<file path="src/rtl/nios_avalon_pkg.sv">
// Shared types and constants for the Nios Avalon-MM block reader.
package nios_avalon_pkg;

    typedef enum logic [1:0] {
        IDLE  = 2'd0,
        ISSUE = 2'd1,
        DRAIN = 2'd2
    } state_e;

    localparam logic [3:0] AVM_BE_ALL = 4'hF;

endpackage

</file>
<file path="src/rtl/nios_sync_fifo.sv">
// Synchronous FIFO with register-array storage; the head word is presented
// straight from a flop, so data pushed in one cycle is visible the next.
module nios_sync_fifo #(
    parameter  int DEPTH = 4,
    parameter  int WIDTH = 32,
    localparam int AW    = $clog2(DEPTH),
    localparam int CW    = $clog2(DEPTH) + 1
) (
    input  logic             clk,
    input  logic             reset_n,
    input  logic             push,
    input  logic [WIDTH-1:0] push_data,
    input  logic             pop,
    output logic [WIDTH-1:0] pop_data,
    output logic [CW-1:0]    count,
    output logic             full,
    output logic             empty
);

    logic [WIDTH-1:0] mem_q [DEPTH];
    logic [WIDTH-1:0] mem_d [DEPTH];
    logic [AW-1:0]    wr_ptr_q, wr_ptr_d;
    logic [AW-1:0]    rd_ptr_q, rd_ptr_d;
    logic [CW-1:0]    count_q, count_d;
    logic             do_push;
    logic             do_pop;

    assign full     = (count_q == CW'(DEPTH));
    assign empty    = (count_q == '0);
    assign count    = count_q;
    assign pop_data = mem_q[rd_ptr_q];
    assign do_push  = push && !full;
    assign do_pop   = pop && !empty;

    always_comb begin
        mem_d    = mem_q;
        wr_ptr_d = wr_ptr_q;
        rd_ptr_d = rd_ptr_q;
        count_d  = count_q;
        if (do_push) begin
            mem_d[wr_ptr_q] = push_data;
            wr_ptr_d        = wr_ptr_q + AW'(1);
        end
        if (do_pop) begin
            rd_ptr_d = rd_ptr_q + AW'(1);
        end
        case ({do_push, do_pop})
            2'b10:   count_d = count_q + CW'(1);
            2'b01:   count_d = count_q - CW'(1);
            default: count_d = count_q;
        endcase
    end

    // Storage is cleared on reset so the stream data output reads zero.
    always_ff @(posedge clk or negedge reset_n) begin
        if (!reset_n) begin
            for (int i = 0; i < DEPTH; i++) begin
                mem_q[i] <= '0;
            end
            wr_ptr_q <= '0;
            rd_ptr_q <= '0;
            count_q  <= '0;
        end else begin
            mem_q    <= mem_d;
            wr_ptr_q <= wr_ptr_d;
            rd_ptr_q <= rd_ptr_d;
            count_q  <= count_d;
        end
    end

endmodule

</file>
<file path="src/rtl/nios_avalon_block_reader.sv">
// Avalon-MM pipelined block read master streaming words out over valid/ready,
// with outstanding reads bounded by credits so the response buffer never overflows.
module nios_avalon_block_reader
    import nios_avalon_pkg::*;
#(
    parameter int ADDR_W     = 10,
    parameter int DATA_W     = 32,
    parameter int LEN_W      = 11,
    parameter int FIFO_DEPTH = 4
) (
    input  logic              clk,
    input  logic              reset_n,
    input  logic              start,
    input  logic [ADDR_W-1:0] base_addr,
    input  logic [LEN_W-1:0]  length,
    output logic              busy,
    output logic              done,
    output logic [ADDR_W-1:0] avm_address,
    output logic              avm_read,
    output logic [3:0]        avm_byteenable,
    input  logic              avm_waitrequest,
    input  logic [DATA_W-1:0] avm_readdata,
    input  logic              avm_readdatavalid,
    output logic [DATA_W-1:0] st_data,
    output logic              st_valid,
    input  logic              st_ready,
    output logic              st_last
);

    localparam int CW = $clog2(FIFO_DEPTH) + 1;

    state_e            state_q, state_d;
    logic [ADDR_W-1:0] addr_q, addr_d;
    logic [LEN_W-1:0]  length_q, length_d;
    logic [LEN_W-1:0]  issued_q, issued_d;
    logic [LEN_W-1:0]  popped_q, popped_d;
    logic [CW-1:0]     credit_q, credit_d;
    logic [CW-1:0]     pending_q, pending_d;
    logic              done_q, done_d;

    logic              accept;
    logic              pop;
    logic              push;
    logic              fifo_full;
    logic              fifo_empty;
    logic [CW-1:0]     fifo_count_unused;

    assign avm_byteenable = AVM_BE_ALL;
    assign avm_address    = addr_q;
    assign avm_read       = (state_q == ISSUE) && (credit_q < CW'(FIFO_DEPTH));
    assign accept         = avm_read && !avm_waitrequest;
    assign st_valid       = !fifo_empty;
    assign pop            = st_valid && st_ready;
    assign st_last        = st_valid && (popped_q == length_q - LEN_W'(1));
    assign busy           = (state_q != IDLE);
    assign done           = done_q;

    // Strobes arriving with nothing outstanding (e.g. stale after reset) are dropped.
    assign push = avm_readdatavalid && (pending_q != '0) && !fifo_full;

    nios_sync_fifo #(
        .DEPTH (FIFO_DEPTH),
        .WIDTH (DATA_W)
    ) u_fifo (
        .clk       (clk),
        .reset_n   (reset_n),
        .push      (push),
        .push_data (avm_readdata),
        .pop       (pop),
        .pop_data  (st_data),
        .count     (fifo_count_unused),
        .full      (fifo_full),
        .empty     (fifo_empty)
    );

    always_comb begin
        state_d  = state_q;
        addr_d   = addr_q;
        length_d = length_q;
        issued_d = issued_q;
        popped_d = pop ? popped_q + LEN_W'(1) : popped_q;
        done_d   = 1'b0;

        case (state_q)
            IDLE: begin
                if (start) begin
                    addr_d   = base_addr;
                    length_d = length;
                    issued_d = '0;
                    popped_d = '0;
                    if (length == '0) begin
                        done_d = 1'b1;
                    end else begin
                        state_d = ISSUE;
                    end
                end
            end
            ISSUE: begin
                if (accept) begin
                    addr_d   = addr_q + ADDR_W'(1);
                    issued_d = issued_q + LEN_W'(1);
                    if (issued_q == length_q - LEN_W'(1)) begin
                        state_d = DRAIN;
                    end
                end
            end
            DRAIN: begin
                if (pop && st_last) begin
                    state_d = IDLE;
                    done_d  = 1'b1;
                end
            end
            default: state_d = IDLE;
        endcase
    end

    // Credit covers reads in flight plus words buffered; pending covers in flight only.
    always_comb begin
        credit_d  = credit_q;
        pending_d = pending_q;
        case ({accept, pop})
            2'b10:   credit_d = credit_q + CW'(1);
            2'b01:   credit_d = credit_q - CW'(1);
            default: credit_d = credit_q;
        endcase
        case ({accept, push})
            2'b10:   pending_d = pending_q + CW'(1);
            2'b01:   pending_d = pending_q - CW'(1);
            default: pending_d = pending_q;
        endcase
    end

    always_ff @(posedge clk or negedge reset_n) begin
        if (!reset_n) begin
            state_q   <= IDLE;
            addr_q    <= '0;
            length_q  <= '0;
            issued_q  <= '0;
            popped_q  <= '0;
            credit_q  <= '0;
            pending_q <= '0;
            done_q    <= 1'b0;
        end else begin
            state_q   <= state_d;
            addr_q    <= addr_d;
            length_q  <= length_d;
            issued_q  <= issued_d;
            popped_q  <= popped_d;
            credit_q  <= credit_d;
            pending_q <= pending_d;
            done_q    <= done_d;
        end
    end

endmodule

</file>
<file path="config.mk">
export PLATFORM = sky130hd
export DESIGN_NAME = nios_avalon_block_reader
export DESIGN_NICKNAME = d
export VERILOG_FILES = /design/src/rtl/nios_avalon_pkg.sv /design/src/rtl/nios_sync_fifo.sv /design/src/rtl/nios_avalon_block_reader.sv
export SDC_FILE = /design/constraint.sdc
export NUM_CORES = 1
export LEC_CHECK = 0
export ABC_AREA = 1
export BUFFER_PORTS_ARGS = -buffer_cell sky130_fd_sc_hd__buf_2
export CORE_ASPECT_RATIO = 1.25
export CORE_MARGIN = 8
export CORE_UTILIZATION = 35
export DETAILED_ROUTE_END_ITERATION = 8
export MAX_ROUTING_LAYER = met4
export PLACE_DENSITY = 0.57
export SYNTH_ARGS = -nofsm -noshare
export SYNTH_HDL_FRONTEND = slang
export SYNTH_SLANG_ARGS = --single-unit
</file>
<file path="constraint.sdc">
create_clock -name clk -period 2.7 [get_ports clk]
set_clock_uncertainty 0.2 [all_clocks]
set_input_delay 0.54 -clock clk [delete_from_list [all_inputs] [get_ports clk]]
set_output_delay 0.54 -clock clk [all_outputs]
set_load 0.05 [all_outputs]
</file>
==> flow_summary.toml <==
[critical_path]
cp-endpoint = "st_last"
cp-start-kind = "register"
arrival_ns = 2.23
worst-r2r-setup-slack_ns = 0.55
required_ns = 1.96
worstSetupPathType = "register to primary output"
worst_r2r_path_cells = 10
startpoint = "length_q[1]"
maximum_fanout_encountered_on_the_critical_timing_path = 4
critical_path.reg2reg.startpoint = "u_fifo.count[1]"
timing.rr.end = "pending_q[2]"
cp-end-kind = "primary output"

[die]
num_rows = 68
core_area_mm2 = 0.02740
dieWidth_um = 164.8
chipHeight_um = 202.0
ios = 110
floorplan.initialDensity_pct = 35.38
die-area_mm2 = 0.03330

[detailed_routing]
drt_drc_violations_left = 0
detail_route.iter0.violations = 362
ant_nets = 0
finalWirelength_um = 23950
vias = 7332
vias_per_cell = 5.005
wire_per_inst_um = 16.35
detailedRoute.firstPassIterationCount = 5

[synthesis]
synth.largest_area_cell = "dfrtp_1"
yosys-top-cells-area = "dfrtp_1 (48%), mux2_2 (12%), nand2_1 (5.0%)"
ys.flop_type = "dfrtp_1"
syn-cell-area_mm2 = 0.009692
top_cell_type_s_share_of_synthesized_area_pct = 48.28
synth_sequential_area_ratio_pct = 48.28
synth_enable_flop_cells = 0
synth_cells = 985
ys_seq_elements = 187
postSynthAreaPerCell_um2 = 9.839
postSynth.asyncResetShare_pct = 100.0
yosysUniqueCellTypes = 46
ys_warn_count = 0

[placement]
hpwlAfterDp_um = 16500
placement.cell_area_mm2 = 0.01072
buffer_ports.inserted = 105
gp_congestion = 0.8583

[global_route]
number_of_global_route_vias_before_repair = 7504
global_route.overflow_total = 0
grt_first_pass_wirelength_um = 39020
initial_antenna_violation_count = 0
track_usage_pct = 15.04
grt_start_max_net_pins = 66

[cells_and_area]
final_layout_size_suffix_gt1_share_pct = 31.21
design_area_mm2 = 0.01144
most_frequent_cells_in_the_layout = "dfrtp_1 (185), nand2_1 (124), nor2_1 (111)"
final_nets = 1175
diodes = 0
layout.cells.most_common = "dfrtp_1"
post-route-util_pct = 41.76
area_growth_syn_to_layout_pct = 18.05
fill_count = 2702

[timing]
final-max-slew-violation-count = 0
layout_setup_ws_ns = -0.2737
setup_violations = 1
final.hold.worst_slack_ns = 0.1072
timing.final.hold_violations = 0
post-route-period-util_pct = 110.1
final_period_minus_worst_setup_slack_ns = 2.974
maxSlewHeadroom_pct = 55.63
unrepaired_setup_endpoints_after_global_routing = "true"
fmax_mhz = 336.3
slew_at_the_pin_with_the_worst_max_slew_slack_ns = 0.6615

[cts]
clk_pin_slew_ns = 0.08
clock_sinks = 187
htreeDepth = 4
root_buffer = "clkbuf_16"
cts_bufs_inserted = 17
clockBufferDepth = 2
worstSkewPairLatency_ns = 0.44
cts_tree = "done"

[power_and_ir_drop]
static-leakage-power_nw = 5.250
ir_worst_vdd_uv = 516.8
totalPowerFinal_mw = 16.12
cellPowerDensity_mw_per_mm2 = 1409

[run_status]
violations_in_the_final_reports = "setup timing"
run_status = "complete, but fails checks"

[run]
max_cap_violations = 0

[min_path]
min_path_type = "input port to register"
==> kinds of logic (layout without fill, tap and decap cells) <==
family | Yosys count | count (layout) | synth area share (%)
xor+xnor | 18 | 18 | 1.627
flops | 187 | 187 | 48.28
mux | 128 | 128 | 15.65
buf+inv | 128 | 255 | 6.248
fa+ha+maj | 14 | 14 | 2.040
other cells | 1 | 4 | 0.03869
compound gates | 160 | 160 | 9.114
simple gates | 349 | 349 | 17.00
==> through the flow <==
step	instances	setup TNS (ns)	setup WS, ns
global placement	1430	0	0.05512
CTS	1463	-0.3195	-0.3195
global route	1465	-0.4452	-0.4437
detailed placement	1430	0	0.06184
finish	1465	-0.2737	-0.2737
floorplan	988	-0.009007	-0.009007
==> sequential cells by signal, indices dropped and copies added (netlist names) <==
register	flops
popped_q	11
u_fifo.count	3
issued_q	11
u_fifo.rd_ptr_q	2
avm_address	10
state_q	2
done	1
pending_q	3
length_q	11
u_fifo.wr_ptr_q	2
u_fifo.mem_q	128
credit_q	3
==> how the worst min path moves through the flow <==
stage,start,endpoint,slack [ns],cells past startpoint
6_report,start,popped_q[10],0.11,2
5_1_grt,start,popped_q[10],0.11,2
4_1_cts,start,popped_q[10],0.08,2
3_5_place_dp,pending_q[0],pending_q[0],0.27,1
3_3_place_gp,u_fifo.count[1],u_fifo.count[1],0.26,2
2_1_floorplan,reset_n,avm_address[0],0.04,0
==> cell type report <==
cell class / instances / area [um^2] / area share (%)
multi-input cells: 673 / 4503 / 39.36
well taps: 350 / 437.9 / 3.828
clock inverters: 15 / 157.7 / 1.378
repair buffers: 136 / 907.1 / 7.929
clock buffers: 17 / 425.4 / 3.718
inverters: 87 / 327.8 / 2.865
flip-flops and latches: 187 / 4682 / 40.92
==> worst max-delay path, cell delays in order (launching register included) <==
cell and delay [ns]:
dfrtp_1 0.39, inv_2 0.07, ha_4 0.16, nand2_4 0.06
nor2_4 0.12, nand2_2 0.07, nand2_1 0.06, nand2_1 0.06
nand2_1 0.08, nand2_1 0.07, nor2_2 0.12, nand2_2 0.08
nor4_4 0.25, buf_6 0.20
==> Yosys cell counts (2+ instances only) <==
cell type  instances
clkbuf_1          21
mux2_4            20
nor2_1           116
mux2_1             7
nand2_1          128
a21oi_1           21
xnor2_1            4
inv_2              4
inv_1             81
nor2_2             9
o211ai_1           4
nand4_1            8
xor2_1            14
nand3_2            2
o22ai_1           33
clkinv_1           2
nor4_1             5
buf_8              4
nor2_8             4
buf_4              4
nand2_4            2
a211oi_1           2
fa_1               3
nor3_1            12
buf_2              4
o21ai_0           95
nor2_4             4
dfrtp_1          187
nand3_1           45
ha_1              11
mux2_2           101
nand2_2            7
buf_6              8
==> metal layers <==
metal  vias to the layer above  part of all wire [%]  track usage (%)
met2                       132                    51            25.76
met1                      3619                    44            17.69
li1                       3552                     -                -
met4                         0                   1.4            4.094
met5                         -                     0                -
met3                        29                   3.9            2.809
==> where the power goes <==
group / internal (mW) / switching [mW]
combinational: 3.14 / 5.45
clock: 1.31 / 1.19
sequential: 4.16 / 0.872
total: 8.61 / 7.52
==> what timing repair did <==
| item | in CTS | in global routing |
|---|---|---|
| resized for setup | 4 | 30 |
| gates cloned | 0 | 1 |
| setup endpoints to repair | 1 | 14 |
| pin swaps | 0 | 13 |
| endpoints found under the hold margin | 57 | 0 |
| hold buffers | 1 | 0 |
| setup buffers | 0 | 1 |
(Power assumes the default switching activity.)
